$ cat src/rtl/sprite_compositor_pkg.sv
`default_nettype none
// +----------------------------------------------------------------------------+
// | Package     : sprite_compositor_pkg                                        |
// | Description : Shared constants, types and helpers for the sprite           |
// |               compositor: screen geometry, colour width, game object       |
// |               enumeration (which sizes the default sprite channel count),  |
// |               the sprite-position record and RGB565->RGB888 expansion.     |
// | Revision    : 1.0 - initial release                                        |
// +----------------------------------------------------------------------------+
package sprite_compositor_pkg;

   // Screen / SRAM frame-buffer geometry
   localparam int SCREEN_W_DEF = 640;
   localparam int SCREEN_H_DEF = 480;
   localparam int COLOR_WIDTH  = 24;

   // Game objects that own a sprite channel; the channel count follows this list.
   typedef enum logic [1:0] {
      OBJ_PLAYER  = 2'd0,
      OBJ_ENEMY   = 2'd1,
      OBJ_BULLET0 = 2'd2,
      OBJ_BULLET1 = 2'd3
   } object_id_e;

   localparam int OBJ_COUNT = 4;

   // Position record as produced by the game logic at the default coordinate widths.
   typedef struct packed {
      logic signed [9:0] x;
      logic signed [8:0] y;
      logic              en;
   } sprite_pos_t;

   // Replicate the top bits into the low bits so full-scale 565 maps to full-scale 888.
   function automatic logic [COLOR_WIDTH-1:0] rgb565_to_888(input logic [15:0] d);
      return {d[15:11], d[15:13], d[10:5], d[10:9], d[4:0], d[4:2]};
   endfunction

endpackage
`default_nettype wire

$ cat src/rtl/sprite_compositor_hit_unit.sv
`default_nettype none
// +----------------------------------------------------------------------------+
// | Module      : sprite_hit_unit                                              |
// | Description : One sprite channel hit test. Computes the pixel position     |
// |               relative to the sprite origin, decides whether it lies       |
// |               inside the SPRITE_SIZE square and registers the local u/v    |
// |               LUT address together with the in-box flag.                   |
// | Ports       : i_clk, i_rst_n    clock / async active-low reset             |
// |               i_active          pixel is on-screen (else forced out)       |
// |               i_h, i_v          requested column / row (unsigned)          |
// |               i_x, i_y          sprite origin (two's complement)           |
// |               i_en              channel enable (latched copy)              |
// |               o_u, o_v          local LUT coordinates (0 when outside)     |
// |               o_inbox           pixel lies inside the sprite               |
// | Revision    : 1.0 - initial release                                        |
// +----------------------------------------------------------------------------+
module sprite_hit_unit #(
   parameter int H_WIDTH     = 10,
   parameter int V_WIDTH     = 9,
   parameter int SPRITE_SIZE = 32
) (
   input  logic                           i_clk,
   input  logic                           i_rst_n,
   input  logic                           i_active,
   input  logic [H_WIDTH-1:0]             i_h,
   input  logic [V_WIDTH-1:0]             i_v,
   input  logic [H_WIDTH-1:0]             i_x,
   input  logic [V_WIDTH-1:0]             i_y,
   input  logic                           i_en,
   output logic [$clog2(SPRITE_SIZE)-1:0] o_u,
   output logic [$clog2(SPRITE_SIZE)-1:0] o_v,
   output logic                           o_inbox
);

   localparam int UW = $clog2(SPRITE_SIZE);

   logic [H_WIDTH:0] w_du;
   logic [V_WIDTH:0] w_dv;
   logic             w_inbox;

   // One extra bit so a negative origin cannot alias a far-right pixel into the box.
   assign w_du = {1'b0, i_h} - {i_x[H_WIDTH-1], i_x};
   assign w_dv = {1'b0, i_v} - {i_y[V_WIDTH-1], i_y};

   // SPRITE_SIZE is a power of two: 0 <= d < SPRITE_SIZE <=> all bits from UW up are zero.
   assign w_inbox = i_en && i_active &&
                    (w_du[H_WIDTH:UW] == '0) && (w_dv[V_WIDTH:UW] == '0);

   always_ff @(posedge i_clk or negedge i_rst_n) begin
      if (!i_rst_n) begin
         o_u     <= '0;
         o_v     <= '0;
         o_inbox <= 1'b0;
      end else begin
         o_u     <= w_inbox ? w_du[UW-1:0] : '0;
         o_v     <= w_inbox ? w_dv[UW-1:0] : '0;
         o_inbox <= w_inbox;
      end
   end

endmodule
`default_nettype wire

$ cat src/rtl/sprite_compositor.sv
`default_nettype none
// +----------------------------------------------------------------------------+
// | Module      : sprite_compositor                                            |
// | Description : Per-pixel layer mixer. Composites NUM_SPRITES sprite         |
// |               channels (channel 0 on top) over an RGB565 SRAM background   |
// |               and returns one RGB888 colour per pixel request with a       |
// |               fixed latency. Sprite positions are latched per frame and    |
// |               opaque overlaps are reported per channel once per frame.     |
// | Ports       : i_clk, i_rst_n           pixel clock / async active-low rst  |
// |               i_frame_start            latch positions, publish collisions |
// |               i_spr_x/y/en             per-channel position and enable     |
// |               i_pix_valid/h/v          pixel request                       |
// |               o_sram_addr/i_sram_data  background fetch                    |
// |               o_spr_u/v, i_spr_color   sprite LUT lookup                   |
// |               o_color/o_color_valid    composited pixel                    |
// |               o_layer                  one-hot winning sprite (0 = bg)     |
// |               o_collide                previous-frame overlap flags        |
// | Revision    : 1.0 - initial release                                        |
// +----------------------------------------------------------------------------+
module sprite_compositor
   import sprite_compositor_pkg::*;
#(
   parameter int NUM_SPRITES  = OBJ_COUNT,
   parameter int SPRITE_SIZE  = 32,
   parameter int H_WIDTH      = 10,
   parameter int V_WIDTH      = 9,
   parameter int SCREEN_W     = SCREEN_W_DEF,
   parameter int SCREEN_H     = SCREEN_H_DEF,
   parameter int SRAM_LATENCY = 2,
   parameter int SRAM_ADDR_W  = 20
) (
   input  logic                                       i_clk,
   input  logic                                       i_rst_n,
   input  logic                                       i_frame_start,
   input  logic [NUM_SPRITES*H_WIDTH-1:0]             i_spr_x,
   input  logic [NUM_SPRITES*V_WIDTH-1:0]             i_spr_y,
   input  logic [NUM_SPRITES-1:0]                     i_spr_en,
   input  logic                                       i_pix_valid,
   input  logic [H_WIDTH-1:0]                         i_pix_h,
   input  logic [V_WIDTH-1:0]                         i_pix_v,
   output logic [SRAM_ADDR_W-1:0]                     o_sram_addr,
   input  logic [15:0]                                i_sram_data,
   output logic [NUM_SPRITES*$clog2(SPRITE_SIZE)-1:0] o_spr_u,
   output logic [NUM_SPRITES*$clog2(SPRITE_SIZE)-1:0] o_spr_v,
   input  logic [NUM_SPRITES*COLOR_WIDTH-1:0]         i_spr_color,
   output logic [COLOR_WIDTH-1:0]                     o_color,
   output logic                                       o_color_valid,
   output logic [NUM_SPRITES-1:0]                     o_layer,
   output logic [NUM_SPRITES-1:0]                     o_collide
);

   localparam int UW    = $clog2(SPRITE_SIZE);
   localparam int MW    = H_WIDTH + V_WIDTH + 1;
   // Mix point is the later of LUT colour arrival (request+2) and SRAM data (request+L).
   localparam int C_DLY = (SRAM_LATENCY > 2) ? SRAM_LATENCY - 2 : 0;
   localparam int S_DLY = (SRAM_LATENCY < 2) ? 2 - SRAM_LATENCY : 0;
   localparam int PW    = 2 + NUM_SPRITES + NUM_SPRITES*COLOR_WIDTH;

   localparam logic [H_WIDTH:0] c_screen_w = (H_WIDTH+1)'(SCREEN_W);
   localparam logic [V_WIDTH:0] c_screen_h = (V_WIDTH+1)'(SCREEN_H);

   // ---------------- frame latch ----------------
   logic [NUM_SPRITES*H_WIDTH-1:0] r_shadow_x;
   logic [NUM_SPRITES*V_WIDTH-1:0] r_shadow_y;
   logic [NUM_SPRITES-1:0]         r_shadow_en;

   always_ff @(posedge i_clk or negedge i_rst_n) begin
      if (!i_rst_n) begin
         r_shadow_x  <= '0;
         r_shadow_y  <= '0;
         r_shadow_en <= '0;
      end else if (i_frame_start) begin
         r_shadow_x  <= i_spr_x;
         r_shadow_y  <= i_spr_y;
         r_shadow_en <= i_spr_en;
      end
   end

   // ---------------- stage 0: address and hit test ----------------
   logic          w_onscreen;
   logic [MW-1:0] w_addr_full;
   logic          r0_valid, r0_off;
   logic [NUM_SPRITES-1:0] r0_inbox;

   assign w_onscreen  = ({1'b0, i_pix_h} < c_screen_w) && ({1'b0, i_pix_v} < c_screen_h);
   assign w_addr_full = MW'(i_pix_v) * MW'(SCREEN_W) + MW'(i_pix_h);

   always_ff @(posedge i_clk or negedge i_rst_n) begin
      if (!i_rst_n) begin
         o_sram_addr <= '0;
         r0_valid    <= 1'b0;
         r0_off      <= 1'b0;
      end else begin
         o_sram_addr <= w_onscreen ? SRAM_ADDR_W'(w_addr_full) : '0;
         r0_valid    <= i_pix_valid;
         r0_off      <= !w_onscreen;
      end
   end

   generate
      for (genvar k = 0; k < NUM_SPRITES; k++) begin : g_chan
         sprite_hit_unit #(
            .H_WIDTH     (H_WIDTH),
            .V_WIDTH     (V_WIDTH),
            .SPRITE_SIZE (SPRITE_SIZE)
         ) u_hit (
            .i_clk    (i_clk),
            .i_rst_n  (i_rst_n),
            .i_active (w_onscreen),
            .i_h      (i_pix_h),
            .i_v      (i_pix_v),
            .i_x      (r_shadow_x[k*H_WIDTH +: H_WIDTH]),
            .i_y      (r_shadow_y[k*V_WIDTH +: V_WIDTH]),
            .i_en     (r_shadow_en[k]),
            .o_u      (o_spr_u[k*UW +: UW]),
            .o_v      (o_spr_v[k*UW +: UW]),
            .o_inbox  (r0_inbox[k])
         );
      end
   endgenerate

   // ---------------- stage 1: LUT colour arrives ----------------
   logic                   r1_valid, r1_off;
   logic [NUM_SPRITES-1:0] r1_inbox;
   logic [NUM_SPRITES-1:0] w_opaque;

   always_ff @(posedge i_clk or negedge i_rst_n) begin
      if (!i_rst_n) begin
         r1_valid <= 1'b0;
         r1_off   <= 1'b0;
         r1_inbox <= '0;
      end else begin
         r1_valid <= r0_valid;
         r1_off   <= r0_off;
         r1_inbox <= r0_inbox;
      end
   end

   always_comb begin
      w_opaque = '0;
      for (int k = 0; k < NUM_SPRITES; k++)
         w_opaque[k] = r1_inbox[k] && (i_spr_color[k*COLOR_WIDTH +: COLOR_WIDTH] != '0);
   end

   // ---------------- alignment pipes ----------------
   logic [PW-1:0] w_s1, w_mix;
   logic [15:0]   w_sram;

   assign w_s1 = {r1_valid, r1_off, w_opaque, i_spr_color};

   generate
      if (C_DLY > 0) begin : g_cpipe
         logic [PW-1:0] r_pipe [C_DLY];
         always_ff @(posedge i_clk or negedge i_rst_n) begin
            if (!i_rst_n) begin
               for (int i = 0; i < C_DLY; i++) r_pipe[i] <= '0;
            end else begin
               r_pipe[0] <= w_s1;
               for (int i = 1; i < C_DLY; i++) r_pipe[i] <= r_pipe[i-1];
            end
         end
         assign w_mix = r_pipe[C_DLY-1];
      end else begin : g_cdirect
         assign w_mix = w_s1;
      end

      if (S_DLY > 0) begin : g_spipe
         logic [15:0] r_pipe [S_DLY];
         always_ff @(posedge i_clk or negedge i_rst_n) begin
            if (!i_rst_n) begin
               for (int i = 0; i < S_DLY; i++) r_pipe[i] <= '0;
            end else begin
               r_pipe[0] <= i_sram_data;
               for (int i = 1; i < S_DLY; i++) r_pipe[i] <= r_pipe[i-1];
            end
         end
         assign w_sram = r_pipe[S_DLY-1];
      end else begin : g_sdirect
         assign w_sram = i_sram_data;
      end
   endgenerate

   // ---------------- mix stage ----------------
   logic                          m_valid, m_off;
   logic [NUM_SPRITES-1:0]        m_opaque;
   logic [NUM_SPRITES*COLOR_WIDTH-1:0] m_col;
   logic [NUM_SPRITES-1:0]        w_win;
   logic [COLOR_WIDTH-1:0]        w_win_col;
   logic                          w_found;
   logic                          w_multi;
   logic [NUM_SPRITES-1:0]        r_acc;

   assign m_valid  = w_mix[PW-1];
   assign m_off    = w_mix[PW-2];
   assign m_opaque = w_mix[PW-3 -: NUM_SPRITES];
   assign m_col    = w_mix[NUM_SPRITES*COLOR_WIDTH-1:0];

   // x & (x-1) is non-zero exactly when two or more bits are set.
   assign w_multi = |(m_opaque & (m_opaque - NUM_SPRITES'(1)));

   always_comb begin
      w_win     = '0;
      w_win_col = '0;
      w_found   = 1'b0;
      for (int k = 0; k < NUM_SPRITES; k++) begin
         if (!w_found && m_opaque[k]) begin
            w_win[k]  = 1'b1;
            w_win_col = m_col[k*COLOR_WIDTH +: COLOR_WIDTH];
            w_found   = 1'b1;
         end
      end
   end

   always_ff @(posedge i_clk or negedge i_rst_n) begin
      if (!i_rst_n) begin
         o_color       <= '0;
         o_color_valid <= 1'b0;
         o_layer       <= '0;
         o_collide     <= '0;
         r_acc         <= '0;
      end else begin
         o_color_valid <= m_valid;
         if (m_valid) begin
            o_layer <= w_win;
            if (m_off)        o_color <= '0;
            else if (w_found) o_color <= w_win_col;
            else              o_color <= rgb565_to_888(w_sram);
         end
         // A collision seen on the pulse edge belongs to the frame that starts there.
         if (i_frame_start) begin
            o_collide <= r_acc;
            r_acc     <= (m_valid && w_multi) ? m_opaque : '0;
         end else if (m_valid && w_multi) begin
            r_acc <= r_acc | m_opaque;
         end
      end
   end

endmodule
`default_nettype wire
$ cat config.mk
export PLATFORM = sky130hd
export DESIGN_NAME = sprite_compositor
export DESIGN_NICKNAME = d
export VERILOG_FILES = /design/src/rtl/sprite_compositor_pkg.sv /design/src/rtl/sprite_compositor_hit_unit.sv /design/src/rtl/sprite_compositor.sv
export SDC_FILE = /design/constraint.sdc
export NUM_CORES = 1
export LEC_CHECK = 0
export BUFFER_PORTS_ARGS = -buffer_cell sky130_fd_sc_hd__clkbuf_2
export CORE_ASPECT_RATIO = 1.2
export CORE_MARGIN = 2
export CORE_UTILIZATION = 45
export CTS_CLUSTER_DIAMETER = 150
export DETAILED_ROUTE_END_ITERATION = 6
export GPL_ROUTABILITY_DRIVEN = 1
export PLACE_DENSITY = 0.78
export REMOVE_ABC_BUFFERS = 1
export SYNTH_ARGS = -nofsm -noshare
export SYNTH_HDL_FRONTEND = slang
export SYNTH_SLANG_ARGS = --single-unit
$ cat constraint.sdc
create_clock -name i_clk -period 3.3 [get_ports i_clk]
set_input_delay 0.825 -clock i_clk [delete_from_list [all_inputs] [get_ports i_clk]]
set_output_delay 0.825 -clock i_clk [all_outputs]
set_load 0.1 [all_outputs]
==> results of run 1 <==
==> worst max path at each step <==
stage / end / slack, ns / depth (start not counted)
2_1_floorplan: g_chan[1].u_hit.o_u[2]$_DFF_PN0_ / -0.07 / 11
3_3_place_gp: g_chan[1].u_hit.o_v[0]$_DFF_PN0_ / -0.24 / 13
3_5_place_dp: g_chan[3].u_hit.o_v[3]$_DFF_PN0_ / -0.32 / 14
4_1_cts: g_chan[1].u_hit.o_v[0]$_DFF_PN0_ / 0.15 / 13
5_1_grt: g_chan[0].u_hit.o_u[1]$_DFF_PN0_ / 0.006 / 14
6_report: g_chan[2].u_hit.o_u[4]$_DFF_PN0_ / 0.17 / 14
==> layout make-up <==
type,count,area share
clock inverters,14,0.01234
well taps,330,0.02790
multi-input cells,903,0.4301
flip-flops and latches,189,0.3195
inverters,108,0.02739
repair buffers,392,0.1527
diodes,2,0.0003381
clock buffers,18,0.02967
==> cells in the mapped netlist (4+ instances only) <==
master	number
a211oi_1	13
a21o_1	15
a21oi_1	50
a221o_1	11
a221oi_1	13
a22oi_1	4
a31oi_1	14
and2_1	12
and3_1	12
clkbuf_1	37
dfrtp_1	189
fa_1	10
ha_1	93
inv_1	107
mux2_2	16
mux2i_1	10
nand2_1	124
nand2b_1	9
nand3_1	16
nand4_1	8
nand4b_1	5
nor2_1	58
nor2b_1	16
nor3_1	21
nor3b_1	5
nor4_1	43
nor4b_1	4
o2111a_1	5
o2111ai_1	8
o211ai_1	9
o21a_1	17
o21ai_0	140
o21bai_1	8
o221ai_1	9
o22ai_1	4
o2bb2ai_1	9
or2_2	6
or4_1	4
xnor2_1	25
xor2_1	21
==> registers in the layout, indices dropped and copies added, names as in the netlist, 20 cells and up <==
| name | cells |
|---|---|
| g_chan.u_hit.o_u | 20 |
| r_shadow_x | 40 |
| o_color | 24 |
| o_sram_addr | 20 |
| g_chan.u_hit.o_v | 20 |
| r_shadow_y | 36 |
==> cell families after synthesis <==
| logic type | after synthesis | synth area share |
|---|---|---|
| compound gates | 367 | 0.2086 |
| simple gates | 360 | 0.1576 |
| flops | 189 | 0.4070 |
| buf+inv | 152 | 0.05029 |
| fa+ha+maj | 103 | 0.1174 |
| xor+xnor | 46 | 0.03467 |
| mux | 26 | 0.02412 |
| other cells | 1 | 0.0003227 |
==> repair_timing <==
item / in CTS / in global routing
setup endpoints to repair: 0 / 36
buffers inserted: 0 / 0
endpoints found under the hold margin: 0 / 0
resized for setup: 0 / 11
==> per-layer routing <==
metal,part of all wire,track usage
met1,0.36,0.3081
met2,0.50,0.5093
met3,0.087,0.1015
met4,0.059,0.1536
met5,0,0
==> worst max-delay path, cell delays in order <==
cell,delay (ns)
clkbuf_2,0.08
inv_1,0.13
buf_4,0.13
ha_1,0.14
inv_1,0.06
fa_1,0.41
a211oi_1,0.34
o21bai_1,0.16
a21oi_1,0.20
mux2i_1,0.11
nor4_2,0.30
o2111ai_2,0.24
buf_4,0.22
nor3_2,0.13
==> stage by stage <==
stage / hold slack [ns] / util
floorplan: 0.3312 / -
global placement: 0.3381 / 0.5543
detailed placement: 0.3389 / 0.5543
CTS: 0.3366 / 0.5787
global route: 0.3566 / 0.5811
finish: 0.3304 / 0.5813
==> power by group through the flow <==
| stage | Combinational, mW | Sequential [mW] | Clock [mW] |
|---|---|---|---|
| 6_report | 2.26 | 2.54 | 2.21 |
| 5_1_grt | 2.46 | 2.55 | 2.32 |
| 4_1_cts | 2.22 | 2.53 | 2.24 |
| 3_5_place_dp | 2.21 | 2.58 | 0 |
| 3_3_place_gp | 2.15 | 2.58 | 0 |
| 2_1_floorplan | 1.03 | 2.99 | 0 |
==> metrics, run 1 <==
run status finished, final reports clean; Yosys warnings 0; asr flop ratio synth 1.000; final worst slack 0.1743 ns; P_int around 4.5 mW; non-filler instance count after layout approximately 2000; CTS tree done; die width roughly 150 um; dpl cells slightly below 2000; Final Hold Viols 0; pre-CTS setup slack -0.3157 ns; Critical Path RT 3.67 ns; Cell variety after synth 78; fin nets 1929; max-slew violation count 0; clock skew 0.007286 ns; remaining antenna violation count 0; DRT Pass-1 Iters 5; Longest Clk Path Bufs 2; CTS root buffer clkbuf_16; crit end category flip-flop; dpl cell area between 10000 and 15000 um^2; period utilisation layout 0.9472; hpwl dp 30360 um; Arr. time, crit path 3.49 ns; P per Cell Area 472.9 nW/um^2; die height 180.0 um; FF/Latch Area roughly 4700 um^2; cts bufs inserted 17; Mean Syn Cell Area 9.341 um^2; commonest non-fill, non-tap cells in the layout 305 x clkbuf_2, 189 x dfrtp_1, 139 x o21ai_0; worst reg-to-reg setup slack 0.43 ns; register area share after synthesis 0.4070; fillcell total around 2200; EDFF count, synth 0; DIE AREA 27130 um^2; P&R area growth vs syn 27.38%; drt via density 5.790; CP startpoint i_pix_h[0]; Vias 11330; Setup CP Type in -> reg; Initial Util 0.4563; initial DRC count 596; number of max-cap violations 0; ranking of synthesized cells by area dfrtp_1 41%, ha_1 10%, o21ai_0 6.0%; setup TNS 0 ns; worst-skew pair later-pin latency 0.44 ns; FF-to-FF End g_chan[1].u_hit.o_v[0]$_DFF_PN0_; Comb power frac 0.323; minimum clock period 3.126 ns; slew margin rel. 0.1549; unrepaired setup endpoints after global routing false; initial antenna violation count 0; H-tree Lvls 4; CP Max Fanout 5; clk sink count 189; routed len/inst 20.08 um; clock share of power 0.315; worst r2r src r_shadow_x[10]$_DFFE_PN0P_; HP Class in -> async; port bufs 307; total grt overflow 0; share of post-route cells with drive strength above 1 0.2900; Main synth FF type dfrtp_1; Post-Syn Area 11620 um^2; FF-to-FF path depth 11; GPL Wtd Cong 0.9558; std cell rows 64; Final Cell Area 14800 um^2; core area roughly 25000 um^2; Sequential Power Share 0.362; pin count of the biggest net entering global routing 74; achievable clock frequency 319.9 MHz; area of the multi-input gates between 6000 and 7000 um^2; Critical Path Source Type input port; vias in the first global route 11370; sw frac 0.3591; Peak VDD IR 367.1 uV; hold_buf cts 0; leakage power about 7.3 nW; leading area contributor after synthesis dfrtp_1; switching power roughly 2.5 mW; first-pass GRT wire length about 61000 um; Reg clk slew, reported paths roughly 0.070 ns; most common cell after layout, fill and taps aside clkbuf_2; final setup fails 0; Mapped Cells 1244; Tot GR Track Use 0.2927; Synth top area share 0.4070; post-synthesis register bit count 189; residual DRC count 0; Total Wirelength about 39000 um; Pwr Total 7.000 mW; worst-margin pin slew between 1 and 1.5 ns; IO Count approximately 310
(Power assumes the default switching activity.)
==> run 2: changes to the inputs <==
CELL_PAD_IN_SITES_DETAIL_PLACEMENT = 1   (was unset)
CELL_PAD_IN_SITES_GLOBAL_PLACEMENT = 1   (was unset)
CORE_UTILIZATION = 40   (was 45)
PLACE_DENSITY = 0.89   (was 0.78)
==> metrics, run 2 (synthesized netlist as in run 1, its figures left out) <==
total grt overflow 0 (unchanged); FF-to-FF End g_chan[2].u_hit.o_v[4]$_DFF_PN0_; Critical Path Source Type input port; failing checks negative setup slack; std cell rows 68 (+6.3%); initial DRC count 626 (+5.0%); clock skew 0.01262 ns (+0.005333 ns); n_diodes 0 (-2); Worst Hold Depth 0; period utilisation layout 1.011 (+0.06388); Vias 12010 (+6.0%); IO Count 308 (unchanged); met2 Use GR 0.5496 (+0.04034); CTS tree done; DIE AREA 30430 um^2 (+12%); fin nets 1944 (+0.78%); Longest Clk Path Bufs 2 (unchanged); commonest non-fill, non-tap cells in the layout 305 x clkbuf_2, 189 x dfrtp_1, 138 x o21ai_0; dpl cell area 14250 um^2 (+0.95%); Final Cell Area 15040 um^2 (+1.6%); largest registers r_shadow_x (40), r_shadow_y (36), o_color (24); GPL Wtd Cong 0.9243 (-3.3%); Peak VDD IR 367.5 uV (+0.12%); CP Max Fanout 4 (-1); CTS root buffer clkbuf_16; core area 28670 um^2 (+13%); Arr. time, crit path 3.68 ns (+0.19 ns); setup TNS -0.03649 ns (-0.03649 ns); dpl cells 1989 (+3.5%); WHS 0.3477 ns (+0.01732 ns); DRT Pass-1 Iters 6 (+1); Reg clk slew, reported paths 0.07 ns (about the same); post-layout util 0.5246 (-0.05666); achievable clock frequency 299.7 MHz (-6.3%); worst-skew pair later-pin latency 0.45 ns (about the same); Total Wirelength 48080 um (+22%); peak-usage layer in the global routing report met2; worst-margin pin slew 0.6338 ns (-0.6311 ns); Tot GR Track Use 0.3003 (+0.007616); Critical Path RT 3.65 ns (-0.02 ns); number of max-cap violations 0 (unchanged); Largest register FFs 40 (unchanged); slew margin rel. 0.5774 (+0.4225); CP startpoint i_pix_h[0]; residual DRC count 0 (unchanged); met3 Resource Use GR 0.06024 (-0.04128); worst r2r src r_shadow_y[18]$_DFFE_PN0P_; Final Hold Viols 0 (unchanged); die height 190.7 um (+5.9%); minimum clock period 3.336 ns (+0.2108 ns); met1 Track Usage GR 0.3173 (+0.009166); pin count of the biggest net entering global routing 76 (+2.7%); leakage power 7.417 nW (+1.0%); hpwl dp 35170 um (+16%); largest reg by FF count r_shadow_x; clk sink count 189 (unchanged); pre-CTS setup slack -0.4529 ns (-0.1373 ns); vias in the first global route 12770 (+12%); crit end category flip-flop; first-pass GRT wire length 70680 um (+17%); initial antenna violation count 1 (+1); worst reg-to-reg setup slack 0.22 ns (-0.21 ns); most common cell after layout, fill and taps aside clkbuf_2; final setup fails 1 (+1); run status finished with violations; Initial Util 0.4053 (-0.05106); P&R area growth vs syn 29.45%; Pwr Total 7.262 mW (+3.7%); die width 159.6 um (+5.9%); non-filler instance count after layout 2023 (+3.4%); Setup CP Type in -> reg; drt via density 5.935 (+2.5%); remaining antenna violation count 0 (unchanged); P per Cell Area 482.8 nW/um^2 (+2.1%); port bufs 307 (unchanged); routed len/inst 23.77 um (+18%); cts bufs inserted 17 (unchanged); FF-to-FF path depth 13 (+2); H-tree Lvls 4 (unchanged); final worst slack -0.03649 ns (-0.2108 ns); HP Class reg -> reg; worst setup path endpoint g_chan[2].u_hit.o_v[4]$_DFF_PN0_; share of post-route cells with drive strength above 1 0.3022 (+0.01217); max-slew violation count 0 (unchanged)
[run 2: cell types whose count changed in the layout (fill, tap and decap cells not counted), moves of 3 or more]
cell,before,now
a21oi_1,49,46
buf_4,80,97
clkbuf_1,0,3
fa_1,10,7
fa_2,0,3
inv_6,4,0
[run 2: final cells by class]
| cell class | count | area [um^2] |
|---|---|---|
| inverters | 108 | 407.9 |
| multi-input cells | 903 | 6469 |
| flip-flops and latches | 189 | 4730 |
| well taps | 385 | 481.7 |
| clock inverters | 11 | 168.9 |
| repair buffers | 407 | 2349 |
| fillers | 3396 | 13630 |
| clock buffers | 20 | 436.7 |
[run 2: metal layers]
layer	wire, um	vias to the layer above	part of all wire
li1	-	5287	-
met1	17360	5914	0.36
met2	24380	615	0.51
met3	2952	191	0.061
met4	3388	0	0.070
met5	0	-	0
[run 2: worst min-delay path by stage]
stage	from	end	slack, ns
after CTS	g_chan[2].u_hit.o_inbox$_DFF_PN0_	r1_inbox[2]$_DFF_PN0_	0.35
after global placement	g_chan[3].u_hit.o_inbox$_DFF_PN0_	r1_inbox[3]$_DFF_PN0_	0.34
after floorplan	r0_off$_DFF_PN0_	m_off$_DFF_PN0_	0.33
after detailed placement	r0_off$_DFF_PN0_	m_off$_DFF_PN0_	0.34
after global routing	g_chan[3].u_hit.o_inbox$_DFF_PN0_	r1_inbox[3]$_DFF_PN0_	0.36
final	g_chan[2].u_hit.o_inbox$_DFF_PN0_	r1_inbox[2]$_DFF_PN0_	0.35
[run 2: power by group]
group          internal, mW  switching, mW  leakage [nW]
Sequential             2.47         0.0755          2.43
Combinational         0.834           1.64          4.71
Clock                  1.26          0.979         0.282
[run 2: worst max-delay path, stage by stage]
cell and delay, ns:
clkbuf_2 0.08, inv_1 0.09, buf_4 0.19, ha_1 0.17, inv_1 0.08, fa_2 0.37, a211oi_2 0.34, o21bai_2 0.15
nor3b_2 0.21, o21ai_1 0.12, xnor2_1 0.37, o2111ai_4 0.27, buf_4 0.20, nor3_2 0.21
[run 2: timing repair]
item | 4_1_cts | 5_1_grt
pin swaps | 0 | 9
hold buffers | 0 | 0
buffers inserted | 0 | 3
gates resized for setup | 3 | 28
endpoints found under the setup margin | 3 | 43
